### config.mk
export PLATFORM = sky130hd
export DESIGN_NAME = channel_scheduler
export DESIGN_NICKNAME = d
export VERILOG_FILES = /design/src/rtl/channel_scheduler.sv
export SDC_FILE = /design/constraint.sdc
export NUM_CORES = 1
export LEC_CHECK = 0
export BUFFER_PORTS_ARGS = -buffer_cell sky130_fd_sc_hd__buf_2
export CORE_ASPECT_RATIO = 0.9
export CORE_UTILIZATION = 65
export DETAILED_ROUTE_END_ITERATION = 8
export MAX_ROUTING_LAYER = met4
export PLACE_DENSITY_LB_ADDON = 0.15
export RECOVER_POWER = 100
export SYNTH_ARGS = -nofsm -noshare
export SYNTH_HDL_FRONTEND = slang
export SYNTH_SLANG_ARGS = --single-unit
### constraint.sdc
create_clock -name clock -period 41.6 [get_ports clock]
set_input_delay 2.08 -clock clock [delete_from_list [all_inputs] [get_ports clock]]
set_output_delay 2.08 -clock clock [all_outputs]
set_load 0.02 [all_outputs]
### src/rtl/channel_scheduler.sv
// ---------------------------------------------------------------------------
// channel_scheduler
//
// Time-multiplexing sequencer and voice allocator for the channel datapath.
// A free-running sweep presents every channel for two cycles: the update
// phase (pass=0), then the pass phase (pass=1). The block owns the per-channel
// note table, accepts one note-on/note-off request per sweep (in the sweep-end
// cycle), allocates voices with retrigger / free / oldest-released / steal
// priority, and ages released voices until they are reclaimed.
//
// Ports
//   clock, reset   : system clock; asynchronous active-high reset
//   req_valid      : request present
//   req_ready      : high only in the sweep-end cycle; accept = valid & ready
//   req_on         : 1 = note-on, 0 = note-off
//   req_note       : note number
//   req_velocity   : note-on velocity (ignored for note-off)
//   channel, pass  : channel index and phase currently presented
//   last           : high while channel == CHANNELS-1
//   note_state     : on flag of the presented channel
//   note_number    : note of the presented channel
//   velocity       : velocity of the presented channel
//   active         : per-channel valid bits
//   steal          : one-cycle pulse after a note-on evicted a sounding voice
// ---------------------------------------------------------------------------
module channel_scheduler #(
    parameter int CHANNELS = 8,
    parameter int CH_BITS  = 3
) (
    input  logic                clock,
    input  logic                reset,
    input  logic                req_valid,
    output logic                req_ready,
    input  logic                req_on,
    input  logic [6:0]          req_note,
    input  logic [6:0]          req_velocity,
    output logic [CH_BITS-1:0]  channel,
    output logic                pass,
    output logic                last,
    output logic                note_state,
    output logic [6:0]          note_number,
    output logic [6:0]          velocity,
    output logic [CHANNELS-1:0] active,
    output logic                steal
);

    // Sweep position
    logic [CH_BITS-1:0]         r_channel;
    logic                       r_pass;

    // Note table
    logic [CHANNELS-1:0]        r_valid;
    logic [CHANNELS-1:0]        r_on;
    logic [CHANNELS-1:0][6:0]   r_note;
    logic [CHANNELS-1:0][6:0]   r_vel;
    logic [CHANNELS-1:0][7:0]   r_age;

    // Allocation and presentation state
    logic [CH_BITS-1:0]         r_rr;
    logic                       r_steal;
    logic                       r_note_state;
    logic [6:0]                 r_note_number;
    logic [6:0]                 r_velocity;

    logic                       w_last;
    logic                       w_sweep_end;
    logic                       w_accept;
    logic [CH_BITS-1:0]         w_ch_nxt;

    // Search results over the pre-edge table
    logic                       w_hit_found;
    logic [CH_BITS-1:0]         w_hit_idx;
    logic                       w_free_found;
    logic [CH_BITS-1:0]         w_free_idx;
    logic                       w_old_found;
    logic [CH_BITS-1:0]         w_old_idx;
    logic [7:0]                 w_old_age;
    logic                       w_off_found;
    logic [CH_BITS-1:0]         w_off_idx;

    // Write decision
    logic                       w_wr_en;
    logic [CH_BITS-1:0]         w_wr_idx;
    logic                       w_steal;

    // Next table state
    logic [CHANNELS-1:0]        w_valid_nxt;
    logic [CHANNELS-1:0]        w_on_nxt;
    logic [CHANNELS-1:0][6:0]   w_note_nxt;
    logic [CHANNELS-1:0][6:0]   w_vel_nxt;
    logic [CHANNELS-1:0][7:0]   w_age_nxt;

    assign w_last      = (r_channel == CH_BITS'(CHANNELS - 1));
    assign w_sweep_end = w_last && r_pass;
    assign w_accept    = req_valid && w_sweep_end;
    assign w_ch_nxt    = r_pass ? (r_channel + CH_BITS'(1)) : r_channel;

    // NOTE: every signal driven from an always_comb gets a default first, so
    // no path through the if/for structure can leave it unassigned (a latch).
    always_comb begin
        w_hit_found  = 1'b0;
        w_hit_idx    = '0;
        w_free_found = 1'b0;
        w_free_idx   = '0;
        w_old_found  = 1'b0;
        w_old_idx    = '0;
        w_old_age    = '0;
        w_off_found  = 1'b0;
        w_off_idx    = '0;
        for (int i = 0; i < CHANNELS; i++) begin
            // Retrigger candidate: any valid entry already holding this note
            if (!w_hit_found && r_valid[i] && (r_note[i] == req_note)) begin
                w_hit_found = 1'b1;
                w_hit_idx   = CH_BITS'(i);
            end
            if (!w_free_found && !r_valid[i]) begin
                w_free_found = 1'b1;
                w_free_idx   = CH_BITS'(i);
            end
            // Oldest released voice; strict '>' keeps the lowest index on ties
            if (r_valid[i] && !r_on[i] && (!w_old_found || (r_age[i] > w_old_age))) begin
                w_old_found = 1'b1;
                w_old_idx   = CH_BITS'(i);
                w_old_age   = r_age[i];
            end
            if (!w_off_found && r_valid[i] && r_on[i] && (r_note[i] == req_note)) begin
                w_off_found = 1'b1;
                w_off_idx   = CH_BITS'(i);
            end
        end
    end

    always_comb begin
        w_wr_en  = 1'b0;
        w_wr_idx = '0;
        w_steal  = 1'b0;
        if (w_accept) begin
            if (req_on) begin
                w_wr_en = 1'b1;
                if (w_hit_found) begin
                    w_wr_idx = w_hit_idx;
                end else if (w_free_found) begin
                    w_wr_idx = w_free_idx;
                end else if (w_old_found) begin
                    w_wr_idx = w_old_idx;
                end else begin
                    w_wr_idx = r_rr;
                    w_steal  = 1'b1;
                end
            end else if (w_off_found) begin
                w_wr_en  = 1'b1;
                w_wr_idx = w_off_idx;
            end
        end
    end

    // Age update first, then the request write overlays it so the request
    // wins when both touch the same entry.
    always_comb begin
        w_valid_nxt = r_valid;
        w_on_nxt    = r_on;
        w_note_nxt  = r_note;
        w_vel_nxt   = r_vel;
        w_age_nxt   = r_age;
        if (w_sweep_end) begin
            for (int i = 0; i < CHANNELS; i++) begin
                if (r_valid[i] && !r_on[i]) begin
                    if (r_age[i] != 8'hFF) begin
                        w_age_nxt[i] = r_age[i] + 8'd1;
                    end
                    if (w_age_nxt[i] == 8'hFF) begin
                        w_valid_nxt[i] = 1'b0;
                    end
                end
            end
        end
        if (w_wr_en) begin
            w_on_nxt[w_wr_idx]  = req_on;
            w_age_nxt[w_wr_idx] = '0;
            if (req_on) begin
                w_valid_nxt[w_wr_idx] = 1'b1;
                w_note_nxt[w_wr_idx]  = req_note;
                w_vel_nxt[w_wr_idx]   = req_velocity;
            end
        end
    end

    // NOTE: the note table is reset along with the control state because a
    // reset must leave no voice allocated; it is small enough to live in flops.
    always_ff @(posedge clock or posedge reset) begin
        if (reset) begin
            r_channel     <= '0;
            r_pass        <= 1'b0;
            r_valid       <= '0;
            r_on          <= '0;
            r_note        <= '0;
            r_vel         <= '0;
            r_age         <= '0;
            r_rr          <= '0;
            r_steal       <= 1'b0;
            r_note_state  <= 1'b0;
            r_note_number <= '0;
            r_velocity    <= '0;
        end else begin
            // NOTE: non-blocking assignments here so every register samples
            // the pre-edge values regardless of statement order.
            r_channel     <= w_ch_nxt;
            r_pass        <= ~r_pass;
            r_valid       <= w_valid_nxt;
            r_on          <= w_on_nxt;
            r_note        <= w_note_nxt;
            r_vel         <= w_vel_nxt;
            r_age         <= w_age_nxt;
            r_rr          <= w_steal ? (r_rr + CH_BITS'(1)) : r_rr;
            r_steal       <= w_steal;
            // Present the post-write entry so a fresh write shows up on the
            // very next channel 0.
            r_note_state  <= w_on_nxt[w_ch_nxt];
            r_note_number <= w_note_nxt[w_ch_nxt];
            r_velocity    <= w_vel_nxt[w_ch_nxt];
        end
    end

    assign channel     = r_channel;
    assign pass        = r_pass;
    assign last        = w_last;
    assign req_ready   = w_sweep_end;
    assign note_state  = r_note_state;
    assign note_number = r_note_number;
    assign velocity    = r_velocity;
    assign active      = r_valid;
    assign steal       = r_steal;

endmodule

==> metrics.md, run 1 <==
| Metric | Value |
|---|---|
| Total Power | `0.568 mW` |
| Critical Path Max Stage Delay | `2.13 ns` |
| Die area | `22,800 um2` |
| Number of cell rows | `51` |
| Post-synthesis cell type count | `84` |
| Drc violations | `0` |
| Port-buffer cells | `47` |
| Routed length per instance | `21.3 um` |
| Cell Area, Synth | `14,400 um2` |
| CTS H-Tree Depth | `1` |
| Placer Congestion | `0.953` |
| Setup crit end kind | `flip-flop` |
| Async set or reset register ratio after synthesis | `100%` |
| Final cycle utilization of the critical path | `51.3%` |
| Core Box Area | `21,700 um2` |
| Post-CTS setup buffers | `0` |
| I/O Pins | `48` |
| Slew margin rel. | `-339%` |
| Clock Path Buffers | `3` |
| Hold crit path type | `flip-flop to flip-flop` |
| Share of layout cells above drive strength 1 | `10.1%` |
| CTS buffer count | `24` |
| VDD IR max | `60.7 uV` |
| Failing checks | `max-capacitance violations, max-slew violations` |
| Crit path DAT | `21.76 ns` |
| Post-route minimum period | `21.35 ns` |
| Root buffer cell | `clkbuf_16` |
| Clk slew on worst S/H paths | `0.06 ns` |
| Final hold vios | `0` |
| Main synth FF type | `dfrtp_1` |
| Sequential area share after synthesis | `37.3%` |
| Setup CP Type | `flip-flop to flip-flop` |
| Synth-to-layout area growth | `7.08%` |
| Die X | `159 um` |
| Area of the multi-input gates | `8330 um2` |
| N_diodes | `0` |
| Final-stage net count | `1,656` |
| Setup slack, reg-to-reg | `20.25 ns` |
| Routed Wire Length | `40,100 um` |
| Largest net degree at the start of global routing | `148` |
| Layout fillers | `1,751` |
| Final ANT Viol Nets | `0` |
| DR vias/cell | `6.71` |
| Worst clock skew | `0.0113 ns` |
| Ys Warns | `0` |
| Total congestion overflow | `0` |
| Leakage Power | `6.86 nW` |
| Worst EP required | `42.02 ns` |
| Final Slew Violations | `299` |
| Status | `complete, but fails checks` |
| Flops & latches, synth | `215` |
| Worst Max-Slew Pin Slew | `6.55 ns` |
| Initial antenna violation count | `0` |
| EDFF count, synth | `0` |
| TNS Setup | `0 ns` |
| Max_cap viols | `8` |
| Final setup viols | `0` |
| Router iterations before antenna repair | `6` |
| DR iter-0 viols | `1,463` |
| CTS-repair resized insts | `0` |
| Register Area | `5380 um2` |
| Clock sinks | `215` |
| Syn_nets | `1,656` |
| DPL Wire Length | `27,800 um` |
| Die Ht | `143 um` |
| Global-route wire length before repair | `64,600 um` |
| Post-Syn Instances | `1,571` |
| Hold buffer count at CTS | `0` |
| RSZ-0062 raised after global routing | `no` |
| CTS tree | `done` |
| Number of global-route vias before repair | `12,100` |
| Starting Density | `66.5%` |
| Routed via count | `12,600` |
| Clk_lat worst skew | `0.54 ns` |
| Crit path launch type | `flip-flop` |
| Fmax | `0.0468 GHz` |
| Crit-path max FO | `19` |
| Pwr dens | `36.8 nW/um2` |
| Slowest-stage cell, CP | `o311ai_0` |
| Gr usage total | `36.6%` |
| Mean cell area of the mapped netlist | `9.18 um2` |
| Most used cell, CP | `a21oi_1` |
-- metrics by stage --
stage	worst slack (ns)	utilization, %	area, um2	cells	hold WS (ns)
final	20.25	71.2	15400	1880	0.479
after global routing	18.65	71.2	15400	1880	0.505
after CTS	25.13	71.9	15600	1880	0.481
after detailed placement	25.19	68.1	14800	1836	0.463
after global placement	25.90	68.1	14800	1836	0.458
after floorplan	27.94	-	14400	1571	0.437
-- layout make-up --
class / count / share of cell area (%)
inverters: 71 / 1.73
flip-flops and latches: 215 / 34.8
multi-input cells: 1199 / 53.9
repair buffers: 60 / 1.71
clock buffers: 31 / 4.38
clock inverters: 13 / 1.05
well taps: 291 / 2.36
-- logic make-up (layout without fill, tap and decap cells) --
group                    after synthesis  in the layout  share of synthesized area (%)
AO/OA/AOI/OAI                        342            342                           16.3
XOR/XNOR                             102            102                           6.19
adder cells (fa/ha/maj)               67             67                           5.81
buffers and inverters                157            175                           4.57
flip-flops                           215            215                           37.3
multiplexers                         142            142                           10.8
AND/OR/NAND/NOR                      546            546                           19.0
-- synth_stat cells, types with 11 or more instances --
master,instances,area share (%)
xor2_1,31,1.9
inv_1,69,1.8
clkbuf_1,58,1.5
ha_1,67,5.8
nand2_1,155,4.0
a21oi_1,74,2.6
a31oi_1,26,1.1
mux2_2,99,7.7
a211oi_1,17,0.88
xnor2_1,71,4.3
nor2b_1,21,0.91
o31ai_1,15,0.78
o21ai_0,67,2.3
dfrtp_1,215,37
nand4_1,46,2.0
buf_2,14,0.49
o211ai_1,17,0.88
mux2i_1,35,2.4
nor4_1,11,0.48
nor3_1,40,1.4
buf_4,11,0.57
and3_1,22,0.95
nand3_1,51,1.8
nor2_1,131,3.4
o22ai_1,11,0.48
o221ai_1,17,1.0
-- path summary, 6_finish.rpt --
path | start | to | cells past startpoint
worst min register to register | r_vel[33]$_DFF_PP0_ | r_vel[33]$_DFF_PP0_ | 2
worst max-delay path | active[0]$_DFF_PP0_ | velocity[4]$_DFF_PP0_ | 55
worst min-delay path | r_vel[33]$_DFF_PP0_ | r_vel[33]$_DFF_PP0_ | 2
min in group asynchronous | reset | r_note[9]$_DFF_PP0_ | 2
worst max register to register | active[0]$_DFF_PP0_ | velocity[4]$_DFF_PP0_ | 55
max in group asynchronous | reset | r_age[52]$_DFF_PP0_ | 3
-- worst max-delay path, delay by kind of cell (launching register included) --
| family | cells | cell delay, ns |
|---|---|---|
| AOI/OAI and AO/OA | 25 | 10.38 |
| muxes | 6 | 2.58 |
| adders and majority gates | 7 | 2.27 |
| buffers and inverters | 4 | 0.72 |
| DFF | 1 | 0.51 |
| and+or+nand+nor | 13 | 4.73 |
-- sequential cells by signal (all words and copies together) (netlist names) --
name,flops
r_age,64
active,8
r_on,8
steal,1
r_vel,56
note_state,1
velocity,7
note_number,7
channel,3
r_note,56
pass,1
r_rr,3
-- per-layer routing --
layer | wire [um] | up-vias | global-route usage [%]
li1 | - | 5751 | -
met1 | 17100 | 6042 | 50.0
met2 | 17600 | 700 | 55.0
met3 | 3850 | 131 | 5.77
met4 | 1500 | 0 | 14.6
met5 | 0 | - | -
-- report_power, final --
group	switching [mW]	leakage, nW	total (mW)	internal, mW
Combinational	0.0649	3.79	0.108	0.0433
Clock	0.0913	0.408	0.225	0.134
Sequential	0.0153	2.66	0.235	0.219
-- cells in the final DEF, fill, tap and decap left out, types with 7 or more instances in the layout --
cell type / instances
nand2_1: 156
a211o_1: 7
nor2b_1: 21
a211oi_1: 17
o31ai_1: 15
ha_1: 67
xnor2_1: 70
inv_1: 68
and2_1: 7
o32ai_1: 10
xor2_1: 31
nand2b_1: 9
o22ai_1: 11
o221a_1: 7
nand3_1: 51
mux2_2: 82
dfrtp_1: 215
nor3_1: 42
buf_2: 16
o21ai_0: 67
clkbuf_16: 24
mux2_1: 25
a31oi_1: 26
a21o_1: 9
clkbuf_1: 41
nor2_1: 132
nor4_1: 13
mux2i_1: 34
o221ai_1: 17
nand4_1: 47
and3_1: 22
o32a_1: 8
a21oi_1: 74
nor3b_1: 7
o211ai_1: 17
(Power assumes the default switching activity.)
==> run 2: changes to the inputs <==
--- a/config.mk
+++ b/config.mk
@@ -7,7 +7,7 @@
 export LEC_CHECK = 0
 export BUFFER_PORTS_ARGS = -buffer_cell sky130_fd_sc_hd__buf_2
 export CORE_ASPECT_RATIO = 0.9
-export CORE_UTILIZATION = 65
+export CORE_UTILIZATION = 64
 export DETAILED_ROUTE_END_ITERATION = 8
 export MAX_ROUTING_LAYER = met4
 export PLACE_DENSITY_LB_ADDON = 0.15
==> constraint.sdc (replaced) <==
create_clock -name clock -period 21.6 [get_ports clock]
set_input_delay 1.08 -clock clock [delete_from_list [all_inputs] [get_ports clock]]
set_output_delay 1.08 -clock clock [all_outputs]
set_load 0.02 [all_outputs]
==> run 2 against run 1 <==
  * The run still ends with max-capacitance violations, max-slew violations left
  * Flip-flop and latch count unchanged
  * Cell count down 0.27%
  * Sequential power is 92% higher
  * Critical path depth decreased by 1
  * Final area is 0.18% higher
  * Hold slack got worse by 0.0022 ns
  * Maximum frequency up 14%
  * Non-clock buffer count shrank 4
  * Die area up 1.5%
  * Critical path type unchanged
  * Critical endpoint is now note_number[5]$_DFF_PP0_
  * Highest routed layer unchanged
==> metrics.md, run 2 (synthesized netlist as in run 1, its figures left out) <==
| Metric | Value |
|---|---|
| TNS Setup | `0 ns (unchanged)` |
| Hold crit path type | `flip-flop to flip-flop (unchanged)` |
| Initial antenna violation count | `1 (was 0)` |
| Most frequent cells in the layout | `dfrtp_1, nand2_1, nor2_1 (unchanged)` |
| Drc violations | `0 (unchanged)` |
| Root buffer cell | `clkbuf_16 (unchanged)` |
| Gr usage total | `36.4% (was 36.6%)` |
| Slew margin rel. | `-299% (was -339%)` |
| Worst clock skew | `0.0288 ns (was 0.0113 ns)` |
| Clk slew on worst S/H paths | `0.07 ns (was 0.06 ns)` |
| Final ANT Viol Nets | `0 (unchanged)` |
| Die X | `160 um (was 159 um)` |
| Critical Path Max Stage Delay | `2.24 ns (was 2.13 ns)` |
| Pwr dens | `70.6 nW/um2 (was 36.8 nW/um2)` |
| CTS buffer count | `23 (was 24)` |
| Routed via count | `12,400 (was 12,600)` |
| Min-Delay Path Depth | `2 (unchanged)` |
| Failing checks | `max-capacitance violations, max-slew violations (unchanged)` |
| Slowest-stage cell, CP | `o311ai_0 (unchanged)` |
| Total congestion overflow | `0 (unchanged)` |
| Final Slew Violations | `296 (was 299)` |
| Global-route wire length before repair | `64,400 um (was 64,600 um)` |
| Post-route minimum period | `18.73 ns (was 21.35 ns)` |
| Final cycle utilization of the critical path | `86.7% (was 51.3%)` |
| Setup crit end kind | `flip-flop (unchanged)` |
| Top reg by flops | `r_age (unchanged)` |
| CTS H-Tree Depth | `1 (unchanged)` |
| Synth-to-layout area growth | `7.27% (was 7.08%)` |
| Core Box Area | `21,900 um2 (was 21,700 um2)` |
| Router iterations before antenna repair | `5 (was 6)` |
| Routed length per instance | `21.2 um (was 21.3 um)` |
| Final hold vios | `0 (unchanged)` |
| Clock sinks | `215 (unchanged)` |
| CTS tree | `done (unchanged)` |
| Max reg flops | `64 (unchanged)` |
| Routed Wire Length | `39,800 um (was 40,100 um)` |
| Place WS | `4.98 ns (was 25.19 ns)` |
| Setup CP Type | `flip-flop to flip-flop (unchanged)` |
| DPL Wire Length | `27,700 um (was 27,800 um)` |
| Die Ht | `144 um (was 143 um)` |
| Total Power | `1.09 mW (was 0.568 mW)` |
| Max_cap viols | `6 (was 8)` |
| Crit path launch type | `flip-flop (unchanged)` |
| Fmax | `0.0534 GHz (was 0.0468 GHz)` |
| Crit path DAT | `19.11 ns (was 21.76 ns)` |
| Number of global-route vias before repair | `11,800 (was 12,100)` |
| Most common cell after layout, fill and taps aside | `dfrtp_1 (unchanged)` |
| Clk_lat worst skew | `0.53 ns (was 0.54 ns)` |
| Starting Density | `65.9% (was 66.5%)` |
| Placer Congestion | `0.948 (was 0.953)` |
| DR vias/cell | `6.62 (was 6.71)` |
| CTS-repair resized insts | `0 (unchanged)` |
| RSZ-0062 raised after global routing | `no (unchanged)` |
| Port-buffer cells | `47 (unchanged)` |
| VDD IR max | `76.2 uV (was 60.7 uV)` |
| I/O Pins | `48 (unchanged)` |
| Layout fillers | `1,743 (was 1,751)` |
| Clock Path Buffers | `3 (unchanged)` |
| Final-stage net count | `1,651 (was 1,656)` |
| Largest net degree at the start of global routing | `139 (was 148)` |
| Worst EP required | `21.98 ns (was 42.02 ns)` |
| DR iter-0 viols | `1,449 (was 1,463)` |
| Top Registers | `r_age x64, r_note x56, r_vel x56 (unchanged)` |
| Final worst hold slack | `0.476 ns (was 0.479 ns)` |
| Crit-path max FO | `23 (was 19)` |
| Worst Max-Slew Pin Slew | `5.94 ns (was 6.55 ns)` |
| Post-CTS setup buffers | `0 (unchanged)` |
| Final setup viols | `0 (unchanged)` |
| Final worst setup slack | `2.87 ns (was 20.25 ns)` |
| Status | `complete, but fails checks (unchanged)` |
| Worst r2r path cells | `54 (was 55)` |
| Number of cell rows | `51 (unchanged)` |
| Leakage Power | `6.85 nW (was 6.86 nW)` |
| Share of layout cells above drive strength 1 | `10.5% (was 10.1%)` |
| Hold buffer count at CTS | `0 (unchanged)` |
| Die area | `23,100 um2 (was 22,800 um2)` |
run 2: metrics by stage:
stage	instances	area [um2]	util, %
3_5_place_dp	1832	14700	67.3
4_1_cts	1874	15600	71.1
2_1_floorplan	1571	14400	-
5_1_grt	1875	15500	70.7
6_report	1875	15500	70.7
3_3_place_gp	1832	14700	67.3
run 2: layer usage:
layer  global-route usage (%)  wire, um  up-vias  part of all wire, %
li1                         -         -     5733                    -
met1                     50.4     17700     6050                   44
met2                     53.8     17500      529                   44
met3                     6.48      3270       96                  8.2
met4                     12.7      1330        0                  3.3
met5                        -         0        -                    0
run 2: worst paths after layout:
path / end / slack (ns) / from
setup / recovery: note_number[5]$_DFF_PP0_ / 2.87 / active[0]$_DFF_PP0_
hold / removal: r_vel[28]$_DFF_PP0_ / 0.48 / r_vel[28]$_DFF_PP0_
setup reg to reg: note_number[5]$_DFF_PP0_ / 2.87 / active[0]$_DFF_PP0_
hold reg to reg: r_vel[28]$_DFF_PP0_ / 0.48 / r_vel[28]$_DFF_PP0_
max in group asynchronous: r_age[10]$_DFF_PP0_ / 13.50 / reset
min in group asynchronous: r_note[8]$_DFF_PP0_ / 2.40 / reset
run 2: power breakdown:
group	total, mW	internal, mW	leakage [nW]	switching (mW)
logic	0.207	0.0825	3.78	0.124
registers	0.452	0.423	2.66	0.0292
clock network	0.434	0.269	0.412	0.165
total	1.09	0.774	6.85	0.318
run 2: area by class of cell:
| type | count | area (um2) | area share [%] |
|---|---|---|---|
| well taps | 291 | 364 | 2.35 |
| clock buffers | 31 | 646 | 4.17 |
| inverters | 71 | 268 | 1.73 |
| clock inverters | 11 | 184 | 1.19 |
| flip-flops and latches | 215 | 5380 | 34.8 |
| multi-input cells | 1199 | 8380 | 54.2 |
| repair buffers | 56 | 245 | 1.59 |
| diodes | 1 | 2.50 | 0.0162 |
run 2: worst max-delay path, delay by kind of cell (launching register included):
kind / cells / cell delay, ns
AO/OA/AOI/OAI: 25 / 9.78
adder cells (fa/ha/maj): 7 / 2.16
buffers and inverters: 5 / 1.62
flip-flops: 1 / 0.52
multiplexers: 4 / 1.79
AND/OR/NAND/NOR: 13 / 2.69
